==> config.mk <==
export PLATFORM = sky130hd
export DESIGN_NAME = bcd_scan_display
export DESIGN_NICKNAME = d
export VERILOG_FILES = /design/src/rtl/bcd_scan_display.sv
export SDC_FILE = /design/constraint.sdc
export NUM_CORES = 1
export LEC_CHECK = 0
export CORE_UTILIZATION = 25
export CTS_BUF_LIST = sky130_fd_sc_hd__clkbuf_16
export CTS_CLUSTER_SIZE = 12
export DETAILED_ROUTE_END_ITERATION = 8
export GPL_TIMING_DRIVEN = 0
export HOLD_SLACK_MARGIN = 0.03
export MAX_ROUTING_LAYER = met4
export SKIP_CTS_REPAIR_TIMING = 1
export SLEW_MARGIN = 20
export SYNTH_ARGS = -nofsm -noshare
export SYNTH_HDL_FRONTEND = slang
export SYNTH_SLANG_ARGS = --single-unit
==> constraint.sdc <==
create_clock -name CLK -period 2.2 [get_ports CLK]
set_input_delay 0.44 -clock CLK [delete_from_list [all_inputs] [get_ports CLK]]
set_output_delay 0.44 -clock CLK [all_outputs]
set_load 0.03 [all_outputs]
==> src/rtl/bcd_scan_display.sv <==
// Time-multiplexed common-anode 7-segment driver: shadowed BCD capture, round-robin digit scan
// with a blank guard at each slot start. Define BCD_SCAN_LZ_BLANK_EN for leading-zero blanking.
module bcd_scan_display #(
  parameter int DIGITS       = 4,
  parameter int SLOT_CYCLES  = 50000,
  parameter int GUARD_CYCLES = 2
) (
  input  logic                  CLK,
  input  logic                  RST_N,
  input  logic [4*DIGITS-1:0]   BCD,
  input  logic [DIGITS-1:0]     DOTS,
  input  logic                  LOAD,
  input  logic                  EN,
  output logic [7:0]            SEG,
  output logic [DIGITS-1:0]     DIG,
  output logic                  SLOT_DONE
);

  localparam int CNT_W = $clog2(SLOT_CYCLES);
  localparam int IDX_W = (DIGITS > 1) ? $clog2(DIGITS) : 1;

  logic [4*DIGITS-1:0] shadow_reg;
  logic [DIGITS-1:0]   dots_reg;
  logic [CNT_W-1:0]    slot_cnt_reg;
  logic [IDX_W-1:0]    idx_reg;
  logic [7:0]          seg_reg, seg_next;
  logic [DIGITS-1:0]   dig_reg, dig_next;
  logic                slot_done_reg, slot_done_next;

  logic                cnt_last;
  logic                idx_last;
  logic                in_guard;
  logic [3:0]          cur_code;
  logic                cur_dot;

  assign cnt_last = (slot_cnt_reg == CNT_W'(SLOT_CYCLES - 1));
  assign idx_last = (idx_reg == IDX_W'(DIGITS - 1));
  assign cur_code = shadow_reg[{idx_reg, 2'b00} +: 4];
  assign cur_dot  = dots_reg[idx_reg];

  generate
    if (GUARD_CYCLES == 0) begin : g_no_guard
      assign in_guard = 1'b0;
    end else begin : g_guard
      assign in_guard = (slot_cnt_reg < CNT_W'(GUARD_CYCLES));
    end
  endgenerate

`ifdef BCD_SCAN_LZ_BLANK_EN
  // A digit is blanked when it and every more significant digit are zero; digit 0 always shows.
  logic [DIGITS-1:0] lz_blank;
  logic              cur_blank;

  assign lz_blank[0] = 1'b0;
  for (genvar gi = 1; gi < DIGITS; gi++) begin : g_lz
    assign lz_blank[gi] = ~|shadow_reg[4*DIGITS-1:4*gi];
  end
  assign cur_blank = lz_blank[idx_reg];
`endif

  // Segment order {a,b,c,d,e,f,g}, active-low.
  function automatic logic [6:0] seg_decode(input logic [3:0] code);
    logic [6:0] s;
    case (code)
      4'd0:    s = 7'b0000001;
      4'd1:    s = 7'b1001111;
      4'd2:    s = 7'b0010010;
      4'd3:    s = 7'b0000110;
      4'd4:    s = 7'b1001100;
      4'd5:    s = 7'b0100100;
      4'd6:    s = 7'b0100000;
      4'd7:    s = 7'b0001111;
      4'd8:    s = 7'b0000000;
      4'd9:    s = 7'b0000100;
      default: s = 7'b1111111;
    endcase
    return s;
  endfunction

  always_comb begin
    seg_next       = {cur_dot, 7'b1111111};
    dig_next       = '1;
    slot_done_next = EN && idx_last && cnt_last;
    if (EN && !in_guard) begin
      dig_next[idx_reg] = 1'b0;
`ifdef BCD_SCAN_LZ_BLANK_EN
      seg_next[6:0] = cur_blank ? 7'b1111111 : seg_decode(cur_code);
`else
      seg_next[6:0] = seg_decode(cur_code);
`endif
    end
  end

  always_ff @(posedge CLK) begin
    if (!RST_N) begin
      shadow_reg    <= '1;
      dots_reg      <= '0;
      slot_cnt_reg  <= '0;
      idx_reg       <= '0;
      seg_reg       <= 8'b0111_1111;
      dig_reg       <= '1;
      slot_done_reg <= 1'b0;
    end else begin
      if (LOAD) begin
        shadow_reg <= BCD;
        dots_reg   <= DOTS;
      end
      if (EN) begin
        if (cnt_last) begin
          slot_cnt_reg <= '0;
          idx_reg      <= idx_last ? '0 : idx_reg + 1'b1;
        end else begin
          slot_cnt_reg <= slot_cnt_reg + 1'b1;
        end
      end
      seg_reg       <= seg_next;
      dig_reg       <= dig_next;
      slot_done_reg <= slot_done_next;
    end
  end

  assign SEG       = seg_reg;
  assign DIG       = dig_reg;
  assign SLOT_DONE = slot_done_reg;

endmodule

; ---- Word level (Yosys, flattened, before mapping)
; Memory sizes are Yosys's and may differ from the RTL's. A register that Yosys moved wholly into a read port is not among the register bits.
; Index checks and enable logic that the tools add are counted.
[totals]
elab_cells = 31
mem_bits_ro = 112
regBits = 44
in_bits = 24
memories = 1
out_inout_bits = 13
[op_classes]
n_lt_le_gt_ge = 3
reduce_logical = 8
mux = 6
n_eq_ne = 2
bitwise_logic = 1
shifts = 1
addsub = 2
[mem_list]
columns = memory, words, width, rd, rd_ports_with_merged_regs, write_ports, line
row1 = (name not given), 16, 7, 1, 1, 0, 64  ; case (code)
[ops]
columns = cell, n
row1 = "16-bit by 1-bit adder with 16-bit output, second input constant", 1
row2 = "16-bit equality test, second input constant", 1
row3 = "16-bit by 2-bit less-than comparator with 1-bit output, second input constant", 1
row4 = 16-bit two-way mux, 1
row5 = 16-bit by 5-bit variable part select with 4-bit output, 1
row6 = 1-bit logical AND, 4
row7 = 4-bit inverter, 1
row8 = 2-bit AND reduction, 2
row9 = "2-bit by 3-bit less-than comparator with 1-bit output, second input constant", 1
row10 = "2-bit by 1-bit adder with 2-bit output, second input constant", 1
row11 = 1-bit binary-select mux with 2-bit select, 1
row12 = 1-bit demux with 2-bit select, 1
row13 = "2-bit equality test, second input constant", 1
row14 = "2-bit by 1-bit >= comparator with 1-bit output, second input constant", 1
row15 = 1-bit zero test, 2
row16 = 1-bit two-way mux, 2
row17 = 2-bit two-way mux, 1

; ---- Depth between registers and ports, before layout
[logic_depth]
word_depth = 5
ltp_mapped = 7

; ---- Worst setup path before layout
; Ideal clock, no wire load.
[synth_timing]
path_type = register to register
startpoint = register idx_reg[0]
endpoint = register seg_reg[3], in the netlist SEG[3]
stages_incl_launch_ff = 7
setup_time_ps = 131
arrival_ps = 1713
synth_period_minus_slack_ps = 1844
n_path_buf = 1
path_slack_ps = 356
cell_sequence = dfxtp_1 > buf_6 > mux4_1 > ha_1 > or2_1 > a21oi_1 > o21ai_1
[synth_via]
elab_chain_len = 1
[synth_rtl]
columns = item, line
row1 = from (decl), 25  ; logic [IDX_W-1:0] idx_reg;
row2 = from (signal assigned), 111  ; idx_reg <= idx_last ? '0 : idx_reg + 1'b1;
row3 = 16-bit by 5-bit variable part select with 4-bit output, 38  ; assign cur_code = shadow_reg[{idx_reg, 2'b00} +: 4];
row4 = to (decl), 26  ; logic [7:0] seg_reg, seg_next;
; Every way passes these cells.
; A chain may end at the register's enable or synchronous reset.

; ---- Worst setup path in the final report
; Same ends and word-level chain as after synthesis.

==> impl_metrics.py <==
metrics = {
    "status": {
        "status": "complete, but fails checks",
        "failed_checks": "design-rule violations",
    },
    "yosys": {
        "synthAdderAreaFrac_pct": 6.004,
        "yosysTopAreaCell": "dfxtp_1",
        "synth-compound-area-share_pct": 5.677,
        "synth.avg_cell_area_um2": 9.923,
        "synth_cells": 231,
        "ys_async_sr_fraction_pct": 0,
        "yosysTopAreaCellShare_pct": 44.54,
        "synth_seq_cells": 51,
        "ys.flop_type": "dfxtp_1",
        "ys_types": 37,
        "synth_top_family_by_area": "simple AND/OR/NAND/NOR gates",
        "synthMostInstantiatedCell": "dfxtp_1",
        "synth.area.top_cells": "dfxtp_1 45%, mux2i_1 10%, ha_1 6.0%",
        "yosys-top-cells-count": "51 x dfxtp_1, 30 x nand2_1, 23 x mux2i_1",
        "synthMuxAreaShare_pct": 15.28,
        "synth_area_um2": 2292,
        "synth_edf_count": 0,
        "synth-seq-area-share_pct": 44.54,
        "synth_nets": 266,
        "synth_simple_gate_area_share_pct": 19.21,
        "yosys_warnings": 0,
        "synth_xor_xnor_area_share_pct": 4.967,
    },
    "floorplan": {
        "start_util_pct": 26.03,
        "core_area_um2": 8806,
        "rows": 34,
        "ios": 37,
        "die_y_um": 97.76,
        "dieArea_um2": 9556,
        "die_x_um": 97.76,
    },
    "finish": {
        "drive_gt1_share_pct": 8.088,
        "seqCellArea_um2": 1021,
        "nets": 306,
        "instances_no_fill": 380,
        "multiInputGateArea_um2": 1172,
        "diodes": 0,
        "area_growth_pct": 27.02,
        "fill_cells": 883,
    },
    "job": {
        "cap_viol_max_count": 0,
    },
    "detailed_routing": {
        "routed_via_density": 4.484,
        "routed_wl_mm": 4.470,
        "wire_per_inst_um": 11.76,
        "via_count": 1704,
        "first_pass_iters": 6,
        "drt_iter0_drc": 64,
        "postRouteAntennaNets": 0,
        "drc_errors": 4,
    },
    "hold_path": {
        "min_path_cells": 2,
        "hp-start": "shadow_reg[8]",
        "hold_end": "shadow_reg[8]",
        "min_path_type": "register to register",
    },
    "grt": {
        "gr-total-overflow": 0,
        "antenna_found_initial": 0,
        "grt_max_degree": 19,
        "grt_pass1_vias": 1585,
        "grt_usage_pct": 10.29,
        "grt_pass1_wl_mm": 7.617,
    },
    "place": {
        "dp_hpwl_mm": 3.273,
        "dp_cells": 372,
        "io_buffer_count": 33,
        "gp_congestion": 0.8529,
    },
    "power_and_ir_drop": {
        "p_leak_uw": 0.001147,
        "p_total_uw": 1919,
        "vdd_drop_max_mv": 0.3093,
        "p_per_area_nw_per_um2": 659.0,
    },
    "setup_path": {
        "critical_path_class": "register to register",
        "cp.arrival_ns": 2.19,
        "cp_max_fo": 8,
        "r2r-end": "SEG[3]",
        "crit_path_start": "idx_reg[0]",
        "r2r-start": "idx_reg[0]",
        "endpoint_kind": "register",
        "rrSetupSlack_ns": 0.17,
        "critical_path_required_ns": 2.36,
        "start_kind": "register",
        "reg2reg_depth": 6,
    },
    "sta": {
        "min_period_ns": 2.034,
        "finalMaxSlewViolations": 0,
        "fmax_ghz": 0.4916,
        "rsz0062_at_grt": "false",
        "clock_skew_ns": 0.003561,
        "tightest_slew_ns": 0.7762,
        "max_slew_margin_pct": 48.25,
        "setup_viol": 0,
        "fin_tns_setup_ns": 0,
        "period_share_pct": 92.46,
        "finalHoldViolCount": 0,
    },
    "clocking": {
        "cts_root_buf": "clkbuf_16",
        "cts_buffers": 5,
        "cts_buffer_depth": 2,
        "insertion_delay_ns": 0.29,
        "cts.sinks": 51,
        "h-tree-depth": 2,
        "clkTransAtPathRegs_ns": 0.07,
        "cts_tree": "done",
    },
}
cell usage in the layout, fill, tap and decap left out, drive strengths merged:
master / count
nor2: 18
nor2b: 5
o31ai: 2
ha: 11
or2b: 1
dfxtp: 51
nand4bb: 1
clkdlybuf4s50: 33
and4: 2
nand3: 2
nand2: 30
or4: 3
xnor2: 6
and2: 1
xor2: 7
or3: 1
inv: 10
clkinvlp: 1
clkbuf: 12
or2: 1
nand4: 8
a41oi: 1
mux2i: 23
a211oi: 1
and3: 3
a21oi: 6
nor3: 4
mux4: 5
nor4: 5
buf: 6
o21ai: 10
a21boi: 2
kinds of logic after synthesis:
| family | after synthesis |
|---|---|
| DFF | 51 |
| buffers and inverters | 21 |
| muxes | 28 |
| xor gates and xnor gates | 13 |
| and+or+nand+nor | 85 |
| adders and majority gates | 11 |
| AOI/OAI and AO/OA | 22 |
cell type report:
| type | instances | area share (%) |
|---|---|---|
| Multi-Input combinational cell | 159 | 40.27 |
| Timing Repair Buffer | 33 | 11.35 |
| Buffer | 13 | 2.407 |
| Tap cell | 108 | 4.641 |
| Clock buffer | 5 | 4.297 |
| Inverter | 8 | 1.031 |
| Sequential cell | 51 | 35.07 |
| Clock inverter | 3 | 0.9454 |
worst max-delay path by stage:
| stage | end | cells past startpoint | slack (ns) |
|---|---|---|---|
| after floorplan | SEG[3] | 6 | 0.36 |
| after global placement | SEG[2] | 7 | 0.19 |
| after detailed placement | SEG[3] | 6 | 0.15 |
| after CTS | SEG[3] | 6 | 0.14 |
| after global routing | SEG[5] | 6 | 0.02 |
| final | SEG[3] | 6 | 0.17 |
metal layers:
layer  wire length (um)  GRT usage [%]  vias to the layer above
li1                   -              -                      882
met1               2266          13.61                      782
met2               1992          15.44                       36
met3                164          2.792                        4
met4                 46          2.797                        0
met5                  0              -                        -
power breakdown:
part | leakage (uW) | total (uW) | switching, uW | internal, uW
Sequential | 0.000416 | 965 | 14.6 | 950
Clock | 0.0000723 | 792 | 358 | 434
Combinational | 0.000658 | 162 | 74.6 | 87.1
Total | 0.00115 | 1920 | 447 | 1470
critical path, stage by stage, from the launching register on:
cell and delay (ns):
dfxtp_1 0.37, buf_6 0.17, mux4_1 0.67, ha_1 0.25, or2_1 0.24, a21oi_1 0.13
o21ai_1 0.07
metrics by stage:
stage	cell area, um^2	hold slack, ns	util (%)	setup slack (ns)
global route	2912	0.4832	33.06	0.01927
global placement	2758	0.4485	31.32	0.1924
detailed placement	2758	0.4550	31.32	0.1466
CTS	2910	0.4760	33.05	0.1368
finish	2912	0.4684	33.06	0.1660
floorplan	2292	0.4325	-	0.3559
Note: power is estimated with default switching activity, not from simulation.
